[src/rtl/mips16_trace_tx.sv]
// mips16_trace_tx
// Snapshots {pc, reg2..reg5} of the 16-bit MIPS core whenever the PC changes
// and ships each snapshot as a framed UART 8N1 byte stream:
//   A5, pc hi, pc lo, reg2 hi/lo, reg3 hi/lo, reg4 hi/lo, reg5 hi/lo
// Optional feature macro: MIPS16_TRACE_CHECKSUM_EN appends a 12th byte, the
// XOR of bytes 1..10 (sync byte excluded).
// One pending snapshot is held while a frame is in flight. Further captures
// are dropped and counted in a saturating drop counter.
module mips16_trace_tx #(
    parameter int CLKS_PER_BIT = 434
) (
    input  logic        clk,
    input  logic        reset,
    input  logic        trace_en,
    input  logic [15:0] pc_out,
    input  logic [15:0] reg2,
    input  logic [15:0] reg3,
    input  logic [15:0] reg4,
    input  logic [15:0] reg5,
    output logic        tx,
    output logic        busy,
    output logic [7:0]  drop_cnt
);

`ifdef MIPS16_TRACE_CHECKSUM_EN
    localparam int NBYTES = 12;
`else
    localparam int NBYTES = 11;
`endif
    localparam int FRAME_W = NBYTES * 8;
    localparam int CNT_W   = (CLKS_PER_BIT > 2) ? $clog2(CLKS_PER_BIT) : 1;
    localparam logic [CNT_W-1:0] CNT_MAX   = CNT_W'(CLKS_PER_BIT - 1);
    localparam logic [3:0]       LAST_BYTE = 4'(NBYTES - 1);

    typedef enum logic [1:0] {
        IDLE  = 2'd0,
        START = 2'd1,
        DATA  = 2'd2,
        STOP  = 2'd3
    } state_t;

`ifdef MIPS16_TRACE_CHECKSUM_EN
    // XOR of the ten payload bytes of a snapshot
    function automatic logic [7:0] xor_fold(input logic [79:0] d);
        logic [7:0] r;
        r = 8'h00;
        for (int i = 0; i < 10; i++) begin
            r = r ^ d[i*8 +: 8];
        end
        return r;
    endfunction
`endif

    state_t             state_r, state_nxt_s;
    logic [CNT_W-1:0]   clk_cnt_r, clk_cnt_nxt_s;
    logic [2:0]         bit_cnt_r, bit_cnt_nxt_s;
    logic [3:0]         byte_cnt_r, byte_cnt_nxt_s;
    logic [FRAME_W-1:0] frame_r, frame_nxt_s, frame_load_s;
    logic [7:0]         sh_r, sh_nxt_s;
    logic               tx_r, tx_nxt_s;
    logic               busy_r;
    logic [79:0]        snap_r;
    logic               snap_valid_r, snap_valid_nxt_s;
    logic [15:0]        pc_prev_r;
    logic [7:0]         drop_cnt_r;
    logic               capture_s, load_s, snap_take_s, drop_inc_s;
    logic               bit_end_s;
    logic [7:0]         cur_byte_s;

    assign capture_s  = trace_en && (pc_out != pc_prev_r);
    assign load_s     = (state_r == IDLE) && snap_valid_r;
    assign bit_end_s  = (clk_cnt_r == CNT_MAX);
    assign cur_byte_s = frame_r[FRAME_W-1 -: 8];

`ifdef MIPS16_TRACE_CHECKSUM_EN
    assign frame_load_s = {8'hA5, snap_r, xor_fold(snap_r)};
`else
    assign frame_load_s = {8'hA5, snap_r};
`endif

    // Snapshot arbitration: a capture into a register being freed this cycle wins
    always_comb begin
        snap_take_s      = 1'b0;
        drop_inc_s       = 1'b0;
        snap_valid_nxt_s = snap_valid_r;
        if (capture_s && (!snap_valid_r || load_s)) begin
            snap_take_s      = 1'b1;
            snap_valid_nxt_s = 1'b1;
        end else if (capture_s) begin
            drop_inc_s = 1'b1;
        end else if (load_s) begin
            snap_valid_nxt_s = 1'b0;
        end else begin
            snap_valid_nxt_s = snap_valid_r;
        end
    end

    // Snapshot register, PC history and saturating drop counter
    always_ff @(posedge clk or negedge reset) begin
        if (!reset) begin
            snap_r       <= 80'h0;
            snap_valid_r <= 1'b0;
            pc_prev_r    <= 16'hFFFF;
            drop_cnt_r   <= 8'h00;
        end else begin
            snap_valid_r <= snap_valid_nxt_s;
            pc_prev_r    <= pc_out;
            if (snap_take_s) begin
                snap_r <= {pc_out, reg2, reg3, reg4, reg5};
            end
            if (drop_inc_s && (drop_cnt_r != 8'hFF)) begin
                drop_cnt_r <= drop_cnt_r + 8'd1;
            end
        end
    end

    // Serialiser next-state and next tx level (tx is registered from tx_nxt_s)
    always_comb begin
        state_nxt_s    = state_r;
        clk_cnt_nxt_s  = clk_cnt_r;
        bit_cnt_nxt_s  = bit_cnt_r;
        byte_cnt_nxt_s = byte_cnt_r;
        frame_nxt_s    = frame_r;
        sh_nxt_s       = sh_r;
        tx_nxt_s       = tx_r;
        case (state_r)
            IDLE: begin
                if (snap_valid_r) begin
                    frame_nxt_s    = frame_load_s;
                    byte_cnt_nxt_s = 4'd0;
                    clk_cnt_nxt_s  = '0;
                    state_nxt_s    = START;
                    tx_nxt_s       = 1'b0;
                end else begin
                    tx_nxt_s = 1'b1;
                end
            end
            START: begin
                if (bit_end_s) begin
                    clk_cnt_nxt_s = '0;
                    bit_cnt_nxt_s = 3'd0;
                    tx_nxt_s      = cur_byte_s[0];
                    sh_nxt_s      = {1'b0, cur_byte_s[7:1]};
                    state_nxt_s   = DATA;
                end else begin
                    clk_cnt_nxt_s = clk_cnt_r + 1'b1;
                end
            end
            DATA: begin
                if (bit_end_s) begin
                    clk_cnt_nxt_s = '0;
                    if (bit_cnt_r == 3'd7) begin
                        tx_nxt_s    = 1'b1;
                        state_nxt_s = STOP;
                    end else begin
                        bit_cnt_nxt_s = bit_cnt_r + 3'd1;
                        tx_nxt_s      = sh_r[0];
                        sh_nxt_s      = {1'b0, sh_r[7:1]};
                    end
                end else begin
                    clk_cnt_nxt_s = clk_cnt_r + 1'b1;
                end
            end
            STOP: begin
                if (bit_end_s) begin
                    clk_cnt_nxt_s = '0;
                    if (byte_cnt_r == LAST_BYTE) begin
                        tx_nxt_s    = 1'b1;
                        state_nxt_s = IDLE;
                    end else begin
                        byte_cnt_nxt_s = byte_cnt_r + 4'd1;
                        frame_nxt_s    = {frame_r[FRAME_W-9:0], 8'h00};
                        tx_nxt_s       = 1'b0;
                        state_nxt_s    = START;
                    end
                end else begin
                    clk_cnt_nxt_s = clk_cnt_r + 1'b1;
                end
            end
            default: begin
                state_nxt_s = IDLE;
                tx_nxt_s    = 1'b1;
            end
        endcase
    end

    // Serialiser state and registered outputs
    always_ff @(posedge clk or negedge reset) begin
        if (!reset) begin
            state_r    <= IDLE;
            clk_cnt_r  <= '0;
            bit_cnt_r  <= 3'd0;
            byte_cnt_r <= 4'd0;
            frame_r    <= '0;
            sh_r       <= 8'h00;
            tx_r       <= 1'b1;
            busy_r     <= 1'b0;
        end else begin
            state_r    <= state_nxt_s;
            clk_cnt_r  <= clk_cnt_nxt_s;
            bit_cnt_r  <= bit_cnt_nxt_s;
            byte_cnt_r <= byte_cnt_nxt_s;
            frame_r    <= frame_nxt_s;
            sh_r       <= sh_nxt_s;
            tx_r       <= tx_nxt_s;
            busy_r     <= (state_nxt_s != IDLE) || snap_valid_nxt_s;
        end
    end

    assign tx       = tx_r;
    assign busy     = busy_r;
    assign drop_cnt = drop_cnt_r;

endmodule

[config.mk]
export PLATFORM = sky130hd
export DESIGN_NAME = mips16_trace_tx
export DESIGN_NICKNAME = d
export VERILOG_FILES = /design/src/rtl/mips16_trace_tx.sv
export SDC_FILE = /design/constraint.sdc
export NUM_CORES = 1
export LEC_CHECK = 0
export ABC_AREA = 1
export BUFFER_PORTS_ARGS = -buffer_cell sky130_fd_sc_hd__buf_2
export CORE_MARGIN = 1
export CORE_UTILIZATION = 45
export DETAILED_ROUTE_END_ITERATION = 16
export PLACE_DENSITY = 0.62
export SLEW_MARGIN = 5
export SYNTH_ARGS = -nofsm -noshare
export SYNTH_HDL_FRONTEND = slang
export SYNTH_SLANG_ARGS = --single-unit
[constraint.sdc]
create_clock -name clk -period 3.25 [get_ports clk]
set_input_delay 0.325 -clock clk [delete_from_list [all_inputs] [get_ports clk]]
set_output_delay 0.325 -clock clk [all_outputs]
set_load 0.03 [all_outputs]
==> out/qor.txt <==
CP Data Arrival Time = 2.90 ns
Num CTS Buffers = 25
Area Overhead vs Synth = 15.5%
ys async rst share = 100%
ys flop type = dfrtp_1
clk slew on worst S/H paths = 0.06 ns
synthesis-stage register bit count = 220
H-tree levels = 1
min Tclk post-route = 2.48 ns
crit-path max FO = 90
Max Clock Freq = 403 MHz
total number of vias = 7888
GP Congestion = 0.775
largest net degree at the start of global routing = 146
crit path launch = pc_prev_r[13]
antenna-violating nets left = 0
Setup TNS = 0 ns
Die ar. = 23700 um^2
count of cell types in the netlist = 37
Worst setup endpoint = drop_cnt[6]
Starting DRT DRC Count = 466
io pins = 93
Clock power frac = 44.3%
effective utilization at floorplan = 45.9%
Tot Pwr = 6210 uW
vias per cell = 5.17
first-pass GRT wire length = 39700 um
clock sink count = 220
Post-synth EDFFs = 0
P_int = 4700 uW
routed len/inst = 15.2 um
RSZ-0062 raised after global routing = false
r2r startpoint = pc_prev_r[13]
type of the worst setup path = reg -> reg
area leader, netlist = dfrtp_1
vias in the first global route = 7916
Synth area leaders = dfrtp_1 (49%), nand2_1 (13%), o211ai_2 (8.1%)
cells after synthesis = 1141
Skew-Pair Late Insertion Delay = 0.53 ns
Die X = 154 um
row cnt = 55
Reg2Reg Depth = 10
final instance area = 12000 um^2
Post-CTS Setup Inserts = 0
Mapped Avg Cell Area = 9.10 um^2
final wirelength = 23200 um
end of the worst register-to-register path = drop_cnt[6]
Max IR drop VDD = 0.000376 V
startpoint types = flip-flop
Max-cap violations = 0
IO buf count = 92
power per cell area = 518 nW/um^2
DRC = 0
post-placement cell area = 11000 um^2
final setup vio count = 0
Worst-Margin Slew = 0.956 ns
Switching Fraction = 24.3%
Gate power share = 6.9%
sequential power share = 48.8%
yosys synthesis warning count = 0
CTS Hold Buffers Added = 17
Worst R2R Setup Slack = 0.77 ns
Die Y = 154 um
status = finished, final reports clean
headroom to the max-slew limit = 36.3%
final hold vios = 0
Resize count post-CTS = 0
max-slew violations = 0
commonest non-fill, non-tap cell in the layout = nand2_1
leak pwr = 0.00558 uW
Setup crit end kind = flip-flop
Mapped Area = 10400 um^2
diode count = 0
nets@finish = 1311
core area = 22600 um^2
WP data required = 3.66 ns
most frequent cells in the layout = nand2_1 (346), dfrtp_1 (203), inv_1 (122)
hold slack = 0.0441 ns
DPL Wire Length = 14300 um
GRT Util Overall = 20.4%
Final Cycle Share = 76.4%
Worst Skew = 0.0213 ns
Seq/Total Area, Yosys = 53.2%
Clock Path Buffers = 3
layout cells sized above 1 = 20.2%
Syn Nets = 1231
initial antenna violation count = 0
CTS root buffer = clkbuf_16
CTS tree = built
Worst Hold Class = in -> reg
DRT Pass-1 Iters = 5
sw power = 1510 uW
GR Overflow Total = 0
Yosys top cell area share = 48.9%
-- cells by family after synthesis --
logic type	after synthesis	share of synthesized area, %
AOI/OAI and AO/OA	192	14.4
DFF	220	53.2
xor gates and xnor gates	11	0.928
buffers and inverters	199	8.78
and+or+nand+nor	506	21.3
muxes	6	0.578
adders and majority gates	7	0.843
-- power groups by stage --
stage	combinational, uW	sequential (uW)	clock, uW
after global routing	493	3050	2920
final	430	3030	2750
after CTS	439	3030	2810
after global placement	410	3070	0
after floorplan	180	3100	0
after detailed placement	419	3070	0
-- per-stage QoR --
| stage | util [%] | worst slack (ns) | instances |
|---|---|---|---|
| after floorplan | - | 1.54 | 1141 |
| after global placement | 48.6 | 0.805 | 1462 |
| after detailed placement | 48.6 | 0.743 | 1462 |
| after CTS | 53.0 | 0.717 | 1525 |
| after global routing | 53.0 | 0.442 | 1525 |
| final | 53.0 | 0.766 | 1525 |
-- synth_stat cells (10+ instances only) --
library cell and n:
buf_2 22, clkbuf_1 39, dfrtp_1 203, dfstp_2 17
inv_1 123, nand2_1 347, nand3_1 20, nand4_1 90
nor2_1 38, o211ai_2 67, o21ai_0 45, o21ai_1 65
xor2_1 10
-- per-layer routing --
metal	global-route usage, %	share of wire (%)	up-vias
met5	0	0	-
li1	-	-	3913
met2	33.6	47	134
met1	28.1	47	3801
met3	2.87	3.3	40
met4	5.90	2.4	0
-- flip-flops by register name, summed over array words and instances, names as in the netlist --
| register | cells |
|---|---|
| tx | 1 |
| snap_valid_r | 1 |
| clk_cnt_r | 9 |
| byte_cnt_r | 4 |
| bit_cnt_r | 3 |
| busy | 1 |
| snap_r | 80 |
| drop_cnt | 8 |
| pc_prev_r | 16 |
| state_r | 2 |
| frame_r | 88 |
| sh_r | 7 |
-- worst min path at each step --
stage | startpoint | slack, ns | cells after the start | to
global placement | reset | 0.44 | 1 | byte_cnt_r[2]
CTS | reg4[5] | 0.03 | 3 | snap_r[21]
finish | reg4[4] | 0.04 | 3 | snap_r[20]
global route | reg4[11] | 0.05 | 3 | snap_r[27]
floorplan | reset | 0.03 | 0 | bit_cnt_r[0]
detailed placement | reset | 0.44 | 1 | byte_cnt_r[3]
-- layout make-up --
cell class                 instances  area [um^2]
fill                            2072        10600
sequential                       220         5530
multi-input combinational        722         3960
timing repair buffer             126          868
clock buffer                      37          731
inverter                         126          478
tap                              285          357
clock inverter                     9         77.6
-- critical path: stages (launching register included) --
cell	delay, ns
dfstp_2	0.52
nor2_1	0.04
nor2_1	0.09
nor2_1	0.04
nand2_1	0.09
nor2_1	0.07
nand2_2	0.06
buf_4	0.75
nand3_1	0.47
nand2_1	0.16
nand2_1	0.06
No activity file was read; power rests on OpenSTA's default activity.
